<file path="src/rtl/ddr_rd_unpacker.sv">
// Read-return stage: buffers DDR_W-bit controller beats in a FIFO and serializes
// each beat into WORD_W-bit words (low word first) on a valid/ready stream.
module ddr_rd_unpacker #(
    parameter int DDR_W  = 256,
    parameter int WORD_W = 32,
    parameter int DEPTH  = 16,
    parameter int ID_W   = 4
) (
    input  logic                     clk,
    input  logic                     rst,
    input  logic [DDR_W-1:0]         axi_rdata,
    input  logic                     axi_rvalid,
    input  logic [ID_W-1:0]          axi_rid,
    input  logic                     axi_rlast,
    output logic [WORD_W-1:0]        word_data,
    output logic                     word_valid,
    input  logic                     word_ready,
    output logic [ID_W-1:0]          word_id,
    output logic                     word_last,
    output logic [$clog2(DEPTH):0]   space,
    input  logic                     flush,
    output logic                     overflow,
    input  logic                     clr_overflow
);
    localparam int WPB = DDR_W / WORD_W;
    localparam int AW  = $clog2(DEPTH);
    localparam int LW  = AW + 1;
    localparam int IW  = (WPB > 1) ? $clog2(WPB) : 1;

    typedef struct packed {
        logic [ID_W-1:0]  id;
        logic             last;
        logic [DDR_W-1:0] data;
    } entry_t;

    entry_t          mem_q [DEPTH];
    logic [AW-1:0]   wr_ptr_q, wr_ptr_d;
    logic [AW-1:0]   rd_ptr_q, rd_ptr_d;
    logic [LW-1:0]   level_q, level_d;
    logic [IW-1:0]   idx_q, idx_d;
    logic            overflow_q, overflow_d;

    logic            fire, pop, push, full, ovf_evt;
    entry_t          head;
    logic [WPB-1:0][WORD_W-1:0] head_words;

    assign full    = (level_q == LW'(DEPTH));
    assign fire    = word_valid && word_ready;
    assign pop     = fire && (idx_q == IW'(WPB - 1));
    // A pop in the same cycle frees the slot, so a full FIFO can still take the beat.
    assign push    = axi_rvalid && !flush && (!full || pop);
    assign ovf_evt = axi_rvalid && !flush && full && !pop;

    always_ff @(posedge clk) begin
        if (push) mem_q[wr_ptr_q] <= '{id: axi_rid, last: axi_rlast, data: axi_rdata};
    end

    always_comb begin
        wr_ptr_d   = wr_ptr_q;
        rd_ptr_d   = rd_ptr_q;
        level_d    = level_q;
        idx_d      = idx_q;
        overflow_d = overflow_q;
        if (flush) begin
            wr_ptr_d = '0;
            rd_ptr_d = '0;
            level_d  = '0;
            idx_d    = '0;
        end else begin
            if (fire) idx_d = pop ? '0 : idx_q + IW'(1);
            if (pop)  rd_ptr_d = rd_ptr_q + AW'(1);
            if (push) wr_ptr_d = wr_ptr_q + AW'(1);
            case ({push, pop})
                2'b10:   level_d = level_q + LW'(1);
                2'b01:   level_d = level_q - LW'(1);
                default: level_d = level_q;
            endcase
        end
        if (ovf_evt)           overflow_d = 1'b1;
        else if (clr_overflow) overflow_d = 1'b0;
    end

    always_ff @(posedge clk or posedge rst) begin
        if (rst) begin
            wr_ptr_q   <= '0;
            rd_ptr_q   <= '0;
            level_q    <= '0;
            idx_q      <= '0;
            overflow_q <= 1'b0;
        end else begin
            wr_ptr_q   <= wr_ptr_d;
            rd_ptr_q   <= rd_ptr_d;
            level_q    <= level_d;
            idx_q      <= idx_d;
            overflow_q <= overflow_d;
        end
    end

    // Outputs are gated so storage contents never leak out while empty.
    assign head       = mem_q[rd_ptr_q];
    assign head_words = head.data;
    assign word_valid = (level_q != '0);
    assign word_data  = word_valid ? head_words[idx_q] : '0;
    assign word_id    = word_valid ? head.id : '0;
    assign word_last  = word_valid && head.last && (idx_q == IW'(WPB - 1));
    assign space      = LW'(DEPTH) - level_q;
    assign overflow   = overflow_q;

endmodule

</file>
<file path="config.mk">
export PLATFORM = sky130hd
export DESIGN_NAME = ddr_rd_unpacker
export DESIGN_NICKNAME = d
export VERILOG_FILES = /design/src/rtl/ddr_rd_unpacker.sv
export SDC_FILE = /design/constraint.sdc
export NUM_CORES = 2
export LEC_CHECK = 0
export BUFFER_PORTS_ARGS = -buffer_cell sky130_fd_sc_hd__buf_2
export CELL_PAD_IN_SITES_DETAIL_PLACEMENT = 1
export CELL_PAD_IN_SITES_GLOBAL_PLACEMENT = 1
export CORE_ASPECT_RATIO = 1.2
export CORE_MARGIN = 3
export CORE_UTILIZATION = 50
export DETAILED_ROUTE_END_ITERATION = 10
export GPL_ROUTABILITY_DRIVEN = 0
export HOLD_SLACK_MARGIN = 0.12
export PLACE_DENSITY_LB_ADDON = 0.1
export SYNTH_ARGS = -nofsm -noshare
export SYNTH_HDL_FRONTEND = slang
export SYNTH_MEMORY_MAX_BITS = 65536
export SYNTH_SLANG_ARGS = --single-unit
</file>
<file path="constraint.sdc">
create_clock -name clk -period 40 [get_ports clk]
set_input_delay 6 -clock clk [delete_from_list [all_inputs] [get_ports clk]]
set_output_delay 6 -clock clk [all_outputs]
set_load 0.01 [all_outputs]
</file>
* Word level (Yosys, flattened, before mapping)
Memories as Yosys holds them, arrays and structs flattened. Cells that the tools add are included.
Word-level totals: register bits 17, memory bits (writable) 4176, input port bits 267, output and inout bits 44, word-level logic and storage cells 52, memories 1
Operators by class: $add $sub $neg 6, magnitude comparators 1, equality and inequality tests 4, multiplexer cells 17, reductions and logical operators 18
Memory list:
- mem_q | depth 16, width 261, read ports 1, clocked after memory_dff 0, wr ports 1, RTL line 36 | entry_t mem_q [DEPTH];
Operators with widths (count):
- 32-bit binary-select mux with 3-bit select | 1
- 32-bit 2-to-1 mux | 2
- 4-bit 2-to-1 mux | 5
- 5-bit case mux with 2 select lines | 1
- 3-bit 2-to-1 mux | 3
- 4-bit by 1-bit adder with 4-bit output, second input constant | 2
- 1-bit logical AND | 8
- 2-bit nonzero test | 4
- 5-bit by 1-bit adder with 5-bit output, second input constant | 1
- 5-bit equality test, second input constant | 1
- 5-bit 2-to-1 mux | 1
- 5-bit nonzero test | 1
- 5-bit by 1-bit subtractor with 5-bit output, second input constant | 1
- 5-bit subtractor, first input constant | 1
- 3-bit by 4-bit < comparator with 1-bit output, second input constant | 1
- 1-bit 2-to-1 mux | 4
- 3-bit by 1-bit adder with 3-bit output, second input constant | 1
- 3-bit equality test, second input constant | 1
- 1-bit zero test | 3
- 3-bit nonzero test | 1
- 2-bit by 1-bit equality test with 1-bit output, second input constant | 1
- 2-bit equality test, second input constant | 1
- 1-bit logical OR | 1

* Depth between registers and ports, before layout
depth in word-level cells 8, gate-level depth with buffers 13, gate-level depth less buffers 12

* Worst setup path after synthesis
Ideal clock, no wire load.
kind input -> register, start point input flush, end point memory mem_q[3][0] (netlist name), enable pin, arrival time 24.459 ns, setup slack 14.338 ns, cell stages on the path 5, path buffers 1, cells stage by stage clkbuf_1 > nand2b_1 > a21oi_1 > nand2_1 > nor3_1
On the way: cells in the longest elaborated chain, start to end 5
RTL lines:
- start, declared | RTL line 21 | input logic flush,
- 1-bit zero test | RTL line 51 | assign push = axi_rvalid && !flush && (!full || pop);
- 1-bit logical AND (2 in series) | RTL line 51
- 1-bit 2-to-1 mux | RTL line 55 | if (push) mem_q[wr_ptr_q] <= '{id: axi_rid, last: axi_rlast, data: axi_rdata};
- 1-bit 2-to-1 mux (not written as such) | RTL line 55
- end, declared | RTL line 36
No other way between the ends.

* Final worst setup path
start point register rd_ptr_q[1], end point output word_data[12]
On the way: cells in the longest elaborated chain, start to end 4
RTL lines:
- start, declared | RTL line 38 | logic [AW-1:0] rd_ptr_q, rd_ptr_d;
- start signal, assigned | RTL line 92 | rd_ptr_q <= rd_ptr_d;
- memory 16 x 261 bit
- 32-bit binary-select mux with 3-bit select | RTL line 103 | assign word_data = word_valid ? head_words[idx_q] : '0;
- 32-bit 2-to-1 mux (not written as such) | RTL line 103
- 32-bit 2-to-1 mux | RTL line 103
- end, declared | RTL line 15 | output logic [WORD_W-1:0] word_data,
No other way between the ends. The select of a mux whose other input is x is not followed.

==> flow_metrics.tcl <==
set metrics [dict create \
    postCtsSetupBuffers 0 \
    hold_viol 0 \
    cts_resized 0 \
    ant_nets 0 \
    status "finished clean" \
    ys_seq_area_share_pct 78.06 \
    die_y_um 628.0 \
    path_class "reg -> out" \
    switchingPower_mw 1.881 \
    path_common_cell "buf_4" \
    cts.sinks 4193 \
    grt_setup_unrepaired "false" \
    fillers 27325 \
    drive_above_1_share_pct 22.52 \
    fin_util_pct 56.78 \
    syn_nets 8254 \
    dp.cells 12249 \
    syn_area_um2 161200 \
    cts_made_buffers 411 \
    ir_drop_v 0.00003792 \
    worstHoldPathType "reg -> reg" \
    clkPwrFrac_pct 43.1 \
    switching_share_pct 20.88 \
    synth_edf_count 4176 \
    nets 8706 \
    syn_area_per_cell_um2 20.21 \
    setup_viol_count_final 0 \
    cts_tree "yes" \
    grt_pass1_wl_um 720600 \
    overflow 0 \
    yosysWarnings 0 \
    cp-end-kind "output pin" \
    die-area_um2 329300 \
    finClkSkew_ns 0.04458 \
    core_um2 319800 \
    syn_inst 7976 \
    synthFlopType "edfxtp_1" \
    finalNonFillerCells 13090 \
    powerDensity_nw_per_um2 49.60 \
    vias 86596 \
    antenna_found_initial 180 \
    final_cell_mix "4,176 x edfxtp_1, 709 x mux2i_1, 537 x mux4_2" \
    crit_chain "buf_4, buf_4, buf_4, buf_4, buf_4, buf_4, mux2i_1, a22oi_1, nand3_1, and4_1, a41oi_1, buf_2" \
    area_growth_pct 12.65 \
    root_buffer "clkbuf_16" \
    async_reset_ff_share_pct 0.4054 \
    dp_hpwl_um 302400 \
    first_global_vias 88583 \
    grt_max_degree 135 \
    tns_ns 0 \
    fin_crit_ns 13.96 \
    seqPwrFrac_pct 54.1 \
    crit_slowest_cell "buf_4" \
    p_leak_nw 54.92 \
    maxSlewViolCount 0 \
    rows 227 \
    synth_cell_type_count 41 \
    cp_slowest_stage_delay_ns 0.80 \
    critPathMaxFanout 60 \
    track_usage_pct 31.38 \
    layout_setup_ws_ns 26.04 \
    mostFrequentLayoutCell "edfxtp_1" \
    place_ws_ns 27.06 \
    cp_data_required_time_ns 34.00 \
    wl_per_cell_um 39.61 \
    start_util_pct 50.40 \
    post-route-period-util_pct 34.89 \
    first_iter_violations 11653 \
    cts-htree-levels 5 \
    insertion_delay_ns 0.99 \
    combPwrFrac_pct 2.7 \
    cap_violations 0 \
    drt_wl_total_um 518400 \
    intPower_mw 7.127 \
    cts_hold_buf 0 \
    worst_pin_slew_ns 1.390 \
    cts_buffer_depth 4 \
    via_per_inst 6.615 \
    drcViolationCount 0 \
    start_kind "flip-flop" \
    io_pins 311 \
    portBuffers 310 \
    worst_ep_arrival_time_ns 7.96 \
    dieWidth_um 524.3 \
    dr.pass1.iters 5 \
    fmax_mhz 71.65 \
    synth-seq-cells 4193 \
    clk_pin_slew_worst_paths_ns 0.06 \
    slew_headroom_pct 6.492 \
]
[synthesized netlist by cell type, types with 62 or more instances]
master,instances,share of area [%]
nor2_1,90,0.21
buf_2,230,0.71
edfxtp_1,4176,78
mux2_2,256,1.8
and3_1,155,0.60
nand4_1,130,0.50
a2111oi_0,62,0.34
nor4_1,64,0.25
a211oi_1,64,0.30
mux2i_1,709,4.4
mux4_2,537,7.5
a22oi_1,321,1.5
o22ai_1,129,0.50
nand3_1,521,1.6
nor2b_1,69,0.27
clkbuf_1,193,0.45
[sequential cells by signal, summed over array words and instances, names as in the netlist]
name and flops:
idx_q 3, level_q 5, mem_q 4176, overflow 1, rd_ptr_q 4, wr_ptr_q 4
[routing by layer]
layer | track usage (%) | share of wire [%] | up-vias | wire, um
met5 | 0 | 0.071 | - | 368
met4 | 7.650 | 2.5 | 56 | 13220
met3 | 5.343 | 8.9 | 846 | 46160
met2 | 51.91 | 49 | 4443 | 256400
met1 | 43.70 | 39 | 47023 | 202300
li1 | - | - | 34228 | -
[through the flow]
| step | hold slack, ns | cell area (um^2) | total power, mW |
|---|---|---|---|
| floorplan | 0.5060 | 161200 | 5.060 |
| detailed placement | 0.5252 | 168000 | 5.215 |
| global route | 0.5710 | 181500 | 9.249 |
| finish | 0.5341 | 181600 | 9.008 |
| global placement | 0.5160 | 168000 | 5.204 |
| CTS | 0.5334 | 181400 | 9.057 |
[final timing paths]
kind | start | end | slack [ns] | cells after the start
setup / recovery | rd_ptr_q[1] | word_data[12] | 26.04 | 12
hold / removal | overflow | overflow | 0.53 | 2
setup reg to reg | idx_q[0] | mem_q[13][240] | 33.35 | 10
hold reg to reg | overflow | overflow | 0.53 | 2
max in group asynchronous | rst | rd_ptr_q[0] | 34.29 | 2
min in group asynchronous | rst | idx_q[2] | 5.17 | 2
[critical path: cells and delay by family, from the launching register on]
| family | cells | cell delay [ns] |
|---|---|---|
| AOI/OAI and AO/OA | 2 | 0.96 |
| buffers and inverters | 7 | 4.43 |
| DFF | 1 | 0.71 |
| muxes | 1 | 0.17 |
| and+or+nand+nor | 2 | 0.46 |
[logic make-up after synthesis]
logic type,count (synthesis),synth area share (%)
adders and majority gates,11,0.08538
xor gates and xnor gates,8,0.04347
and+or+nand+nor,1122,3.768
muxes,1502,13.69
buffers and inverters,514,1.487
AOI/OAI and AO/OA,626,2.866
DFF,4193,78.06
[cell type report]
cell class	instances	area (um^2)	area share, %
clock buffers	494	10770	5.929
inverters	9	33.78	0.01860
flip-flops and latches	4193	125800	69.29
diodes	85	212.7	0.1171
clock inverters	260	2556	1.408
repair buffers	544	3643	2.006
well taps	4236	5300	2.919
multi-input cells	3269	33250	18.31
[power by group through the flow]
stage / clock (mW) / combinational, mW / sequential, mW
2_1_floorplan: 0 / 0.0691 / 4.99
3_3_place_gp: 0 / 0.235 / 4.97
3_5_place_dp: 0 / 0.244 / 4.97
4_1_cts: 3.93 / 0.245 / 4.88
5_1_grt: 4.11 / 0.257 / 4.88
6_report: 3.89 / 0.245 / 4.88
(Power assumes the default switching activity.)
